<file path="config.mk">
export PLATFORM = sky130hd
export DESIGN_NAME = mem_port_arbiter
export DESIGN_NICKNAME = d
export VERILOG_FILES = /design/src/rtl/mem_arb_pkg.sv /design/src/rtl/arb_burst_counter.sv /design/src/rtl/mem_port_arbiter.sv
export SDC_FILE = /design/constraint.sdc
export NUM_CORES = 1
export LEC_CHECK = 0
export BUFFER_PORTS_ARGS = -buffer_cell sky130_fd_sc_hd__buf_2
export CAP_MARGIN = 20
export CORE_AREA = 4 4 103 105
export CTS_BUF_LIST = sky130_fd_sc_hd__clkbuf_8
export DETAILED_ROUTE_END_ITERATION = 8
export DIE_AREA = 0 0 107 109
export PLACE_DENSITY = 0.69
export SLEW_MARGIN = 40
export SYNTH_ARGS = -nofsm -noshare
export SYNTH_HDL_FRONTEND = slang
export SYNTH_SLANG_ARGS = --single-unit
</file>
<file path="constraint.sdc">
create_clock -name clk -period 2.92 [get_ports clk]
set_clock_uncertainty 0.15 [all_clocks]
set_input_delay 0.146 -clock clk [delete_from_list [all_inputs] [get_ports clk]]
set_output_delay 0.146 -clock clk [all_outputs]
set_load 0.005 [all_outputs]
</file>
<file path="src/rtl/mem_arb_pkg.sv">
// mem_arb_pkg
//   Shared types and helpers for the memory port arbiter.
//   arbstate_t : arbiter FSM states (IDLE -> BURST -> DONE -> IDLE)
//   gnt_t      : which cache currently owns the memory port
//   clog2      : elaboration-time ceil(log2(n)) used for counter/index widths
package mem_arb_pkg;

  typedef enum logic [1:0] {IDLE, BURST, DONE} arbstate_t;

  typedef enum logic {GNT_I, GNT_D} gnt_t;

  // Smallest r with 2**r >= n; evaluated only on parameters.
  function automatic int clog2(input int n);
    int r;
    r = 0;
    for (int k = 0; k < 31; k++) begin
      if ((1 << k) < n) r = k + 1;
    end
    return r;
  endfunction

endpackage

</file>
<file path="src/rtl/arb_burst_counter.sv">
// arb_burst_counter
//   Word counter for one cache-block burst.
//   Ports:
//     clk, reset : rising-edge clock, asynchronous active-low reset
//     i_clear    : force the count back to 0 (has priority over i_inc)
//     i_inc      : advance to the next word
//     o_cnt      : index of the word currently in flight
//     o_last     : high while the final word of the block is in flight
module arb_burst_counter
  import mem_arb_pkg::*;
#(
  parameter int BLOCKWORDS = 4
) (
  input  logic                          clk,
  input  logic                          reset,
  input  logic                          i_clear,
  input  logic                          i_inc,
  output logic [clog2(BLOCKWORDS)-1:0]  o_cnt,
  output logic                          o_last
);

  localparam int CW = clog2(BLOCKWORDS);

  logic [CW-1:0] r_cnt;

  // The count is a plain power-of-two wrap; clearing wins so the arbiter can
  // park it at zero while idle or while pulsing done.
  always_ff @(posedge clk or negedge reset) begin
    if (!reset) begin
      r_cnt <= '0;
    end else if (i_clear) begin
      r_cnt <= '0;
    end else if (i_inc) begin
      r_cnt <= r_cnt + CW'(1);
    end
  end

  assign o_cnt  = r_cnt;
  assign o_last = (r_cnt == CW'(BLOCKWORDS - 1));

endmodule

</file>
<file path="src/rtl/mem_port_arbiter.sv">
// mem_port_arbiter
//   Shares one external memory port between the icache and dcache controllers.
//   One requester is granted at a time (round-robin on ties) and a whole block
//   burst is run word by word, returning each word and a one-cycle done pulse.
//   Ports:
//     clk, reset        : rising-edge clock, asynchronous active-low reset
//     i_req/i_addr      : icache block-read request and block address
//     i_rdata/i_wordvalid/i_wordidx/i_done : per-word return to the icache
//     d_req/d_we/d_addr/d_wdata : dcache request, direction, address, write word
//     d_rdata/d_wordvalid/d_wordidx/d_done : per-word return to the dcache
//     m_en/m_we/m_addr/m_wdata : memory-side command for the word in flight
//     m_rdata/m_ready   : memory read data and per-word completion
module mem_port_arbiter
  import mem_arb_pkg::*;
#(
  parameter int BLOCKWORDS = 4,
  parameter int AW         = 32,
  parameter int DW         = 32
) (
  input  logic                          clk,
  input  logic                          reset,
  input  logic                          i_req,
  input  logic [AW-1:0]                 i_addr,
  output logic [DW-1:0]                 i_rdata,
  output logic                          i_wordvalid,
  output logic [clog2(BLOCKWORDS)-1:0]  i_wordidx,
  output logic                          i_done,
  input  logic                          d_req,
  input  logic                          d_we,
  input  logic [AW-1:0]                 d_addr,
  input  logic [DW-1:0]                 d_wdata,
  output logic [DW-1:0]                 d_rdata,
  output logic                          d_wordvalid,
  output logic [clog2(BLOCKWORDS)-1:0]  d_wordidx,
  output logic                          d_done,
  output logic                          m_en,
  output logic                          m_we,
  output logic [AW-1:0]                 m_addr,
  output logic [DW-1:0]                 m_wdata,
  input  logic [DW-1:0]                 m_rdata,
  input  logic                          m_ready
);

  localparam int CW   = clog2(BLOCKWORDS);
  localparam int BLKW = AW - CW - 2;

  arbstate_t       r_state;
  arbstate_t       w_nextState;
  gnt_t            r_gnt;
  gnt_t            r_lastGnt;
  gnt_t            w_selGnt;
  logic [BLKW-1:0] r_blk;
  logic            r_we;
  logic            w_load;
  logic            w_clear;
  logic            w_inc;
  logic            w_last;
  logic [CW-1:0]   w_cnt;
  logic            w_unused;

  // Word-offset and byte-offset bits of the request addresses are replaced
  // by the burst counter, so they are intentionally dropped here.
  assign w_unused = ^{i_addr[CW+1:0], d_addr[CW+1:0]};

  arb_burst_counter #(
    .BLOCKWORDS(BLOCKWORDS)
  ) u_cnt (
    .clk     (clk),
    .reset   (reset),
    .i_clear (w_clear),
    .i_inc   (w_inc),
    .o_cnt   (w_cnt),
    .o_last  (w_last)
  );

  // State register; an asynchronous reset aborts any burst without a done.
  always_ff @(posedge clk or negedge reset) begin
    if (!reset) begin
      r_state <= IDLE;
    end else begin
      r_state <= w_nextState;
    end
  end

  // Grant bookkeeping. The block address and direction are captured at grant
  // time so requesters may change their inputs once the burst is underway.
  // lastGnt resets to I so that the very first tie goes to the dcache.
  always_ff @(posedge clk or negedge reset) begin
    if (!reset) begin
      r_gnt     <= GNT_I;
      r_lastGnt <= GNT_I;
      r_blk     <= '0;
      r_we      <= 1'b0;
    end else begin
      if (w_load) begin
        r_gnt <= w_selGnt;
        r_blk <= (w_selGnt == GNT_D) ? d_addr[AW-1:CW+2] : i_addr[AW-1:CW+2];
        r_we  <= (w_selGnt == GNT_D) && d_we;
      end
      if (r_state == DONE) begin
        r_lastGnt <= r_gnt;
      end
    end
  end

  // Next state plus all output steering. Every output defaults to zero, so the
  // ungranted side and the IDLE state stay quiet; only the granted side sees
  // word index, word strobes, read data and done.
  always_comb begin
    w_nextState = r_state;
    w_selGnt    = r_gnt;
    w_load      = 1'b0;
    w_clear     = 1'b0;
    w_inc       = 1'b0;
    m_en        = 1'b0;
    m_we        = 1'b0;
    m_addr      = '0;
    m_wdata     = '0;
    i_rdata     = '0;
    i_wordvalid = 1'b0;
    i_wordidx   = '0;
    i_done      = 1'b0;
    d_rdata     = '0;
    d_wordvalid = 1'b0;
    d_wordidx   = '0;
    d_done      = 1'b0;

    unique case (r_state)
      IDLE: begin
        w_clear = 1'b1;
        if (i_req || d_req) begin
          w_load      = 1'b1;
          w_nextState = BURST;
          if (i_req && d_req) begin
            w_selGnt = (r_lastGnt == GNT_I) ? GNT_D : GNT_I;
          end else begin
            w_selGnt = d_req ? GNT_D : GNT_I;
          end
        end
      end

      BURST: begin
        m_en   = 1'b1;
        m_we   = (r_gnt == GNT_D) && r_we;
        m_addr = {r_blk, w_cnt, 2'b00};
        if (m_we) begin
          m_wdata = d_wdata;
        end
        if (r_gnt == GNT_D) begin
          d_wordidx = w_cnt;
        end else begin
          i_wordidx = w_cnt;
        end
        if (m_ready) begin
          w_inc = 1'b1;
          if (r_gnt == GNT_D) begin
            d_wordvalid = 1'b1;
            d_rdata     = m_rdata;
          end else begin
            i_wordvalid = 1'b1;
            i_rdata     = m_rdata;
          end
          if (w_last) begin
            w_nextState = DONE;
          end
        end
      end

      DONE: begin
        w_clear     = 1'b1;
        w_nextState = IDLE;
        if (r_gnt == GNT_D) begin
          d_done = 1'b1;
        end else begin
          i_done = 1'b1;
        end
      end

      default: begin
        w_nextState = IDLE;
      end
    endcase
  end

endmodule
</file>
After elaboration in Yosys (flattened, before gate mapping):

Index checks and enable logic that the tools add are counted.

* input bits: 134
* word-level logic and storage cells: 61
* output and inout bits: 138
* register bits: 35

* muxes and demuxes: 40
* reductions and logical operators: 8
* equal/unequal tests: 6
* $add $sub $neg: 1

Operator list (number)
* 2-to-1 mux 32 bit: 9
* 2-to-1 mux 28 bit: 1
* 2-to-1 mux 1 bit: 20
* 2-to-1 mux 2 bit: 9
* equality test 2 bit, second input constant: 2
* inequality test 2 bit, second input constant: 2
* one-hot mux 2 bit (2 select lines): 1
* logical AND 1 bit: 3
* AND reduction 3 bit: 1
* adder 2 x 1 -> 2 bit, second input constant: 1
* equality test 2 x 1 -> 1 bit, second input constant: 1
* logical NOT 2 bit: 1
* inequality test 2 x 1 -> 1 bit, second input constant: 1
* nonzero test 2 bit: 1
* OR reduction 2 bit: 1
* logical OR 1 bit: 1

Logic depth before layout (Yosys ltp):

Gate-level depths: netlist (run 1).

* word-level depth: 5
* mapped depth: 5
* depth with buffers taken out: 4

Hierarchy:

Synthesis (run 1) repeated with hierarchy kept, for this count alone.

* cell total of the unflattened synthesis: 291
* area, all modules: 2618.8 µm²

By module, submodules not included
* mem_port_arbiter: cells each 284, area an instance 2529.9 µm², times used 1
* arb_burst_counter: cells each 7, area an instance 88.8 µm², times used 1

Least setup slack after synthesis (run 1):

No wires, ideal clock.

* path kind: register -> output
* start: register r_state[0]
* end: output m_wdata[22]
* path buffers: 2
* arrival: 1160 ps
* stages on the path, launching flop included: 6
* slack: 1464 ps
* cells stage by stage: dfrtp_1 nor2b_1 buf_2 and3_4 buf_4 and2_1

* longest elaborated chain between the ends: 2

RTL lines
* start, declared: line mem_port_arbiter.sv:47 `arbstate_t r_state;`
* start signal, assigned: line mem_port_arbiter.sv:81 `r_state <= w_nextState;`
* equality test 2 x 1 -> 1 bit: line mem_port_arbiter.sv:128 `unique case (r_state)`
* 2-to-1 mux 32 bit: line mem_port_arbiter.sv:128
* end, declared: line mem_port_arbiter.sv:39 `output logic [DW-1:0] m_wdata,`

No other way between the ends.

Final worst setup path (run 1):

* start: register r_state[0]
* end: register r_blk[5]

* longest elaborated chain between the ends: 3

RTL lines
* logical NOT 2 bit *: line mem_port_arbiter.sv:128
* 2-to-1 mux 1 bit: line mem_port_arbiter.sv:128
* 2-to-1 mux 28 bit: line mem_port_arbiter.sv:97 `r_blk <= (w_selGnt == GNT_D) ? d_addr[AW-1:CW+2] : i_addr[AW-1:CW+2];`
* end signal, assigned: line mem_port_arbiter.sv:97
* end, declared: line mem_port_arbiter.sv:52 `logic [BLKW-1:0] r_blk;`

Mark *: on every way between the ends. The rest lies on a longest branch, timed or not.
A chain may end at the register's enable or synchronous reset.

==> summary.md, run 1 <==
| Metric | Value |
|---|---|
| Status | `finished with violations` |
| Failing checks | `design-rule violations` |
| Vias/cell | `4.43` |
| Worst hold slack | `0.0377 ns` |
| Vias | `3,427` |
| Layout cell share with drive strength beyond 1 | `43.6%` |
| Mapped Area | `2600 um^2` |
| Starting DRT DRC Count | `270` |
| Period utilization | `74.7%` |
| Routability cong. | `0.837` |
| Initial antenna violation count | `1` |
| IO Pins | `272` |
| Area Overhead vs Synth | `79.9%` |
| Register area share after synthesis | `33.6%` |
| Clk sinks | `35` |
| Final Hold Vio Count | `0` |
| Detailed-placement wirelength estimate | `8810 um` |
| Max-capacitance violation count | `0` |
| First-pass GRT wire length | `17,500 um` |
| Number of global-route vias before repair | `3,521` |
| Grt ovf | `0` |
| Worst EP required | `2.94 ns` |
| # nets final | `775` |
| Min Clock Period, post-route | `2.18 ns` |
| Fmax | `458 MHz` |
| Buf+Inv Stages, Crit Path | `2` |
| Busiest grt layer | `met2` |
| Hold Path Depth | `3` |
| Grt met3 use | `4.50%` |
| Inserted Clock Buffers | `5` |
| Crit path cell chain | `nor2_2 > and3_1 > buf_4 > a222oi_1 > dlygate4sd3_1` |
| Kind of critical path | `flip-flop to flip-flop` |
| Synth Area per Inst | `7.87 um^2` |
| Worst-path fanout max | `30` |
| DIE WIDTH | `107 um` |
| Initial core utilization | `27.0%` |
| Final core utilization | `48.6%` |
| Slowest Stage Delay on Critical Path | `0.60 ns` |
| Htree depth | `2` |
| Worst path arrival time | `2.21 ns` |
| Async SR Flop Fraction | `100%` |
| CTS hold repair buffers | `59` |
| M1 GR Usage | `20.7%` |
| Critical path depth in cells | `5` |
| Worst VDD drop | `0.324 mV` |
| CTS clk-pin slew, worst paths | `0.07 ns` |
| Ys Warns | `0` |
| WL final | `11,900 um` |
| EDFF count, synth | `0` |
| ANT nets after route | `0` |
| Met2 Use GR | `35.8%` |
| Mapped Cells | `331` |
| Post_cts resized | `0` |
| DRT Pass-1 Iters | `9` |
| Post-synth top flop | `dfrtp_1` |
| Area of the multi-input gates | `1280 um^2` |
| Register bit total from synthesis | `35` |
| Register Area | `876 um^2` |
| Largest net degree at the start of global routing | `36` |
| Power Density | `722 nW/um^2` |
| Chip Height | `109 um` |
| Port Buf Inserts | `261` |
| Top cells by area, synth | `dfrtp_1 34%, and2_1 30%, inv_1 12%` |
| DIE AREA | `11,700 um^2` |
| Root buf cell | `clkbuf_8` |
| DR WL/cell | `15.4 um` |
| RSZ-0062 raised after global routing | `false` |
| Placeable Area | `9640 um^2` |
| Leak | `2.93 nW` |
| Slowest CP cell | `dlygate4sd3_1` |
| # DRC | `13` |
| Final setup vio count | `0` |
| Crit. End Element | `flip-flop` |
| Worst-skew pair later-pin latency | `0.28 ns` |
| Share of the synthesized area in the top cell type | `33.6%` |
| FILL cells | `977` |
| Synth cell types | `24` |
| Total track usage | `18.9%` |
| Sum of negative setup slack | `0 ns` |
| HP Class | `input port to flip-flop` |
| Final slew viol count | `0` |
| Crit path max-delay family | `buffers and inverters` |
| Post-synth top area cell | `dfrtp_1` |
| Clk buf depth | `2` |
| R2R cell count | `5` |
| CTS tree | `done` |
| Site Rows | `36` |
| Post-CTS Setup Bufs | `0` |
| Reg2Reg Setup Slack | `0.74 ns` |
| Crit path launch type | `flip-flop` |
==> area by class of cell <==
class,instances,share of cell area [%]
clock buffers,5,1.47
flip-flops and latches,35,18.7
inverters,86,6.89
well taps,133,3.55
repair buffers,325,41.3
clock inverters,2,0.721
diodes,1,0.0534
multi-input cells,187,27.3
==> state kept, by name, indices dropped and copies added (netlist names) <==
signal       flops
r_state          2
r_blk           28
r_gnt            1
r_lastGnt        1
r_we             1
u_cnt.o_cnt      2
==> worst register-to-register path, cell delays in order (launching register included) <==
cell,delay [ns]
dfrtp_1,0.43
nor2_2,0.20
and3_1,0.18
buf_4,0.32
a222oi_1,0.20
dlygate4sd3_1,0.60
==> report_power, final <==
group	leakage (nW)	switching, mW	internal (mW)
registers	0.391	0.132	0.707
clock network	0.0554	0.176	0.247
logic	2.48	0.943	1.18
==> path summary, 6_finish.rpt <==
kind                                        start                    endpoint
setup / recovery           r_state[0]$_DFFE_PN0P_        r_blk[5]$_DFFE_PN0P_
hold / removal                              i_req           r_gnt$_DFFE_PN0P_
setup reg to reg           r_state[0]$_DFFE_PN0P_        r_blk[5]$_DFFE_PN0P_
hold reg to reg                  r_we$_DFFE_PN0P_            r_we$_DFFE_PN0P_
max in group asynchronous                   reset  u_cnt.o_cnt[0]$_DFFE_PN0P_
min in group asynchronous                   reset        r_blk[6]$_DFFE_PN0P_
==> cell usage in the layout, fill, tap and decap left out, drive strengths merged <==
cell type and instances:
inv 87, nand2 6, nand2b 2, a222oi 28
and3 8, dfrtp 35, buf 266, bufinv 1
nor2 5, ha 1, conb 2, o21ai 1
mux2i 1, a21o 2, and2 126, nor2b 3
dlygate4sd3 59, a22o 1, clkbuf 5, diode 1
xor2 1
==> Yosys cell counts, types with 2 or more instances <==
cell	number
clkbuf_1	5
buf_4	3
nand2b_1	2
buf_6	3
nor2_1	4
dfrtp_1	35
a21o_1	2
nand2_1	6
nor2b_1	2
a222oi_1	28
and3_1	7
inv_1	86
and2_1	126
buf_2	9
clkbuf_2	4
==> metrics by stage <==
| step | std cells | power (mW) | worst slack [ns] | area (um^2) |
|---|---|---|---|---|
| 2_1_floorplan | 332 | 1.79 | 1.46 | 2610 |
| 3_3_place_gp | 707 | 2.58 | 0.958 | 3980 |
| 3_5_place_dp | 707 | 2.61 | 0.876 | 3980 |
| 4_1_cts | 773 | 3.39 | 0.449 | 4680 |
| 5_1_grt | 774 | 3.65 | 0.625 | 4680 |
| 6_report | 774 | 3.38 | 0.738 | 4680 |
==> routing by layer <==
layer	part of all wire (%)	routed length (um)
met5	0	0
met2	54	6370
met3	8.4	1000
met4	2.1	248
met1	36	4260
==> cells by family (layout without fill, tap and decap cells) <==
family	Yosys count	count (layout)	share of synthesized area (%)
XOR/XNOR	1	1	0.336
flip-flops	35	35	33.6
adder cells (fa/ha/maj)	1	1	0.480
buffers and inverters	110	418	17.8
AND/OR/NAND/NOR	150	150	35.4
other	1	3	0.144
multiplexers	1	1	0.384
AO/OA/AOI/OAI	32	32	11.9
Note: power is estimated with default switching activity, not from simulation.
==> run 2, diff against run 1 <==
--- a/config.mk
+++ b/config.mk
@@ -11,7 +11,7 @@
 export CTS_BUF_LIST = sky130_fd_sc_hd__clkbuf_8
 export DETAILED_ROUTE_END_ITERATION = 8
 export DIE_AREA = 0 0 107 109
-export PLACE_DENSITY = 0.69
+export PLACE_DENSITY = 0.72
 export SLEW_MARGIN = 40
 export SYNTH_ARGS = -nofsm -noshare
 export SYNTH_HDL_FRONTEND = slang
==> constraint.sdc (replaced) <==
create_clock -name clk -period 1.9 [get_ports clk]
set_clock_uncertainty 0.15 [all_clocks]
set_input_delay 0.095 -clock clk [delete_from_list [all_inputs] [get_ports clk]]
set_output_delay 0.095 -clock clk [all_outputs]
set_load 0.005 [all_outputs]
==> run 2 against run 1 <==
The flow now finishes without violations. Global-route usage rose by 2.6 points. Critical path depth rose by 2. First-iteration DRC count is 26% higher. Register-to-register slack worse by 0.41 ns. Clock-buffer cell count is 1 higher. Wire length rose by 12%. Combinational power increased by 40%. Sequential share of layout area is 0.31 points lower. Die area stayed put. Via count grew 3.5%. Final cell count rose by 0.52%. Largest cell class unchanged. Non-clock buffer count increased by 2.
==> summary.md, run 2 (synthesis results as in run 1) <==
| Metric | Value |
|---|---|
| Status | `finished, final reports clean` |
| IO Pins | `272 (unchanged)` |
| DIE AREA | `11,700 um^2 (unchanged)` |
| CP startpoint | `m_ready` |
| Sequential Power Share | `27.4% (+2.6 points)` |
| WL final | `13,300 um (+12%)` |
| Clk pwr share | `11.4% (-1.1 points)` |
| Most frequent cells in the layout | `260 x buf_2, 126 x and2_1, 86 x inv_1` |
| Min Clock Period, post-route | `1.83 ns` |
| Power Density | `1010 nW/um^2 (+41%)` |
| Total power draw | `4.85 mW (+44%)` |
| First-pass GRT wire length | `19,500 um (+11%)` |
| ANT nets after route | `0 (unchanged)` |
| Worst VDD drop | `0.620 mV (+92%)` |
| Worst hold slack | `0.0275 ns (-0.0102 ns)` |
| Area Overhead vs Synth | `83.7%` |
| Vias/cell | `4.56 (+3.0%)` |
| Worst EP required | `1.65 ns (-1.29 ns)` |
| Final core utilization | `49.6% (+1.0 points)` |
| HP Class | `input port to flip-flop` |
| DR WL/cell | `17.1 um (+11%)` |
| Placeable Area | `9640 um^2 (unchanged)` |
| Most common cell after layout, fill and taps aside | `buf_2` |
| # DRC | `0 (-13)` |
| Net switching power | `1.93 mW (+54%)` |
| Post-route cell area | `4780 um^2 (+2.1%)` |
| Pint | `2.92 mW (+37%)` |
| Initial core utilization | `27.0% (unchanged)` |
| Routability cong. | `0.838 (+0.12%)` |
| Worst-path fanout max | `33 (+10%)` |
| Clk buf depth | `2 (unchanged)` |
| Final setup vio count | `0 (unchanged)` |
| Post-CTS Setup Bufs | `0 (unchanged)` |
| Leak | `2.99 nW (+2.2%)` |
| Root buf cell | `clkbuf_8` |
| Crit path launch type | `input port` |
| Starting DRT DRC Count | `341 (+26%)` |
| DIE WIDTH | `107 um (unchanged)` |
| Net Sw Frac | `39.8% (+2.8 points)` |
| Number of flip-flops in the largest register | `28 (unchanged)` |
| FF-to-FF Start | `r_state[1]$_DFFE_PN0P_` |
| Grt ovf | `0 (unchanged)` |
| Layout cell share with drive strength beyond 1 | `44.1% (+0.51 points)` |
| Placed cell areas | `4030 um^2 (+1.1%)` |
| Crit. End Element | `primary output` |
| Max-capacitance violation count | `0 (unchanged)` |
| Initial antenna violation count | `0 (-1)` |
| # nets final | `779 (+0.52%)` |
| Port Buf Inserts | `261 (unchanged)` |
| Reg2Reg Setup Slack | `0.33 ns (-0.41 ns)` |
| DRT Pass-1 Iters | `6 (-3)` |
| CTS clk-pin slew, worst paths | `0.07 ns (about the same)` |
| Sum of negative setup slack | `0 ns (unchanged)` |
| Reg with most FFs | `r_blk` |
| Vias | `3,547 (+3.5%)` |
| Largest net degree at the start of global routing | `36 (unchanged)` |
| Final slew viol count | `0 (unchanged)` |
| Combinational Power Share | `61.2% (-1.5 points)` |
| Worst-skew pair later-pin latency | `0.28 ns (about the same)` |
| Inserted Clock Buffers | `5 (unchanged)` |
| RSZ-0062 raised after global routing | `true` |
| Fmax | `545 MHz` |
| Detailed-placement wirelength estimate | `9480 um (+7.6%)` |
| Chip Height | `109 um (unchanged)` |
| Number of global-route vias before repair | `3,681 (+4.5%)` |
| Total track usage | `21.5% (+2.6 points)` |
| CTS tree | `done` |
| Final Hold Vio Count | `0 (unchanged)` |
| Period utilization | `96.5%` |
| Kind of critical path | `input port to primary output` |
| Site Rows | `36 (unchanged)` |
| Worst path arrival time | `1.59 ns (-0.62 ns)` |
| Hold Startpoint | `d_req` |
| Htree depth | `2 (unchanged)` |
| Clk sinks | `35 (unchanged)` |
[run 2: timing repair]
item	in CTS	in global routing
hold buffers	60	0
gates resized for setup	4	9
setup endpoints to repair	14	78
pin swaps	1	0
endpoints found under the hold margin	67	0
cloned	1	1
[run 2: metal layers]
| metal | up-vias | global-route usage, % | part of all wire [%] |
|---|---|---|---|
| li1 | 1642 | - | - |
| met1 | 1631 | 24.6 | 38 |
| met2 | 233 | 38.0 | 50 |
| met3 | 41 | 5.86 | 8.9 |
| met4 | 0 | 9.04 | 3.6 |
| met5 | - | 0 | 0 |
[run 2: critical path, stage by stage]
cell	delay, ns
dlygate4sd3_1	0.53
buf_2	0.12
nor2b_4	0.18
and3_1	0.22
buf_12	0.17
and2_1	0.14
buf_2	0.12
[run 2: path summary, 6_finish.rpt]
path | cells after the start | endpoint
min in group asynchronous | 2 | r_blk[9]$_DFFE_PN0P_
hold / removal | 3 | r_state[0]$_DFFE_PN0P_
max in group asynchronous | 2 | r_state[1]$_DFFE_PN0P_
hold reg to reg | 2 | r_blk[18]$_DFFE_PN0P_
setup reg to reg | 4 | r_blk[3]$_DFFE_PN0P_
setup / recovery | 7 | i_rdata[19]
[run 2: layout make-up]
cell class              count  area (um^2)
repair buffers            327         2020
clock inverters             1         5.00
flip-flops and latches     35          880
clock buffers               6         82.6
multi-input cells         189         1300
well taps                 133          166
fillers                   931         4860
diodes                      1         2.50
inverters                  86          323
[run 2: per-stage QoR]
| step | setup slack [ns] | std cells |
|---|---|---|
| 6_report | 0.0658 | 778 |
| 2_1_floorplan | 0.480 | 332 |
| 3_3_place_gp | 0.281 | 708 |
| 3_5_place_dp | 0.270 | 708 |
| 4_1_cts | 0.00368 | 776 |
| 5_1_grt | -0.00153 | 777 |
[run 2: power groups by stage]
| stage | Sequential (mW) | Combinational, mW | Clock (mW) |
|---|---|---|---|
| after global placement | 1.29 | 2.71 | 0 |
| after global routing | 1.37 | 3.26 | 0.604 |
| after floorplan | 1.23 | 1.52 | 0 |
| final | 1.33 | 2.97 | 0.554 |
| after CTS | 1.31 | 2.92 | 0.575 |
| after detailed placement | 1.30 | 2.77 | 0 |
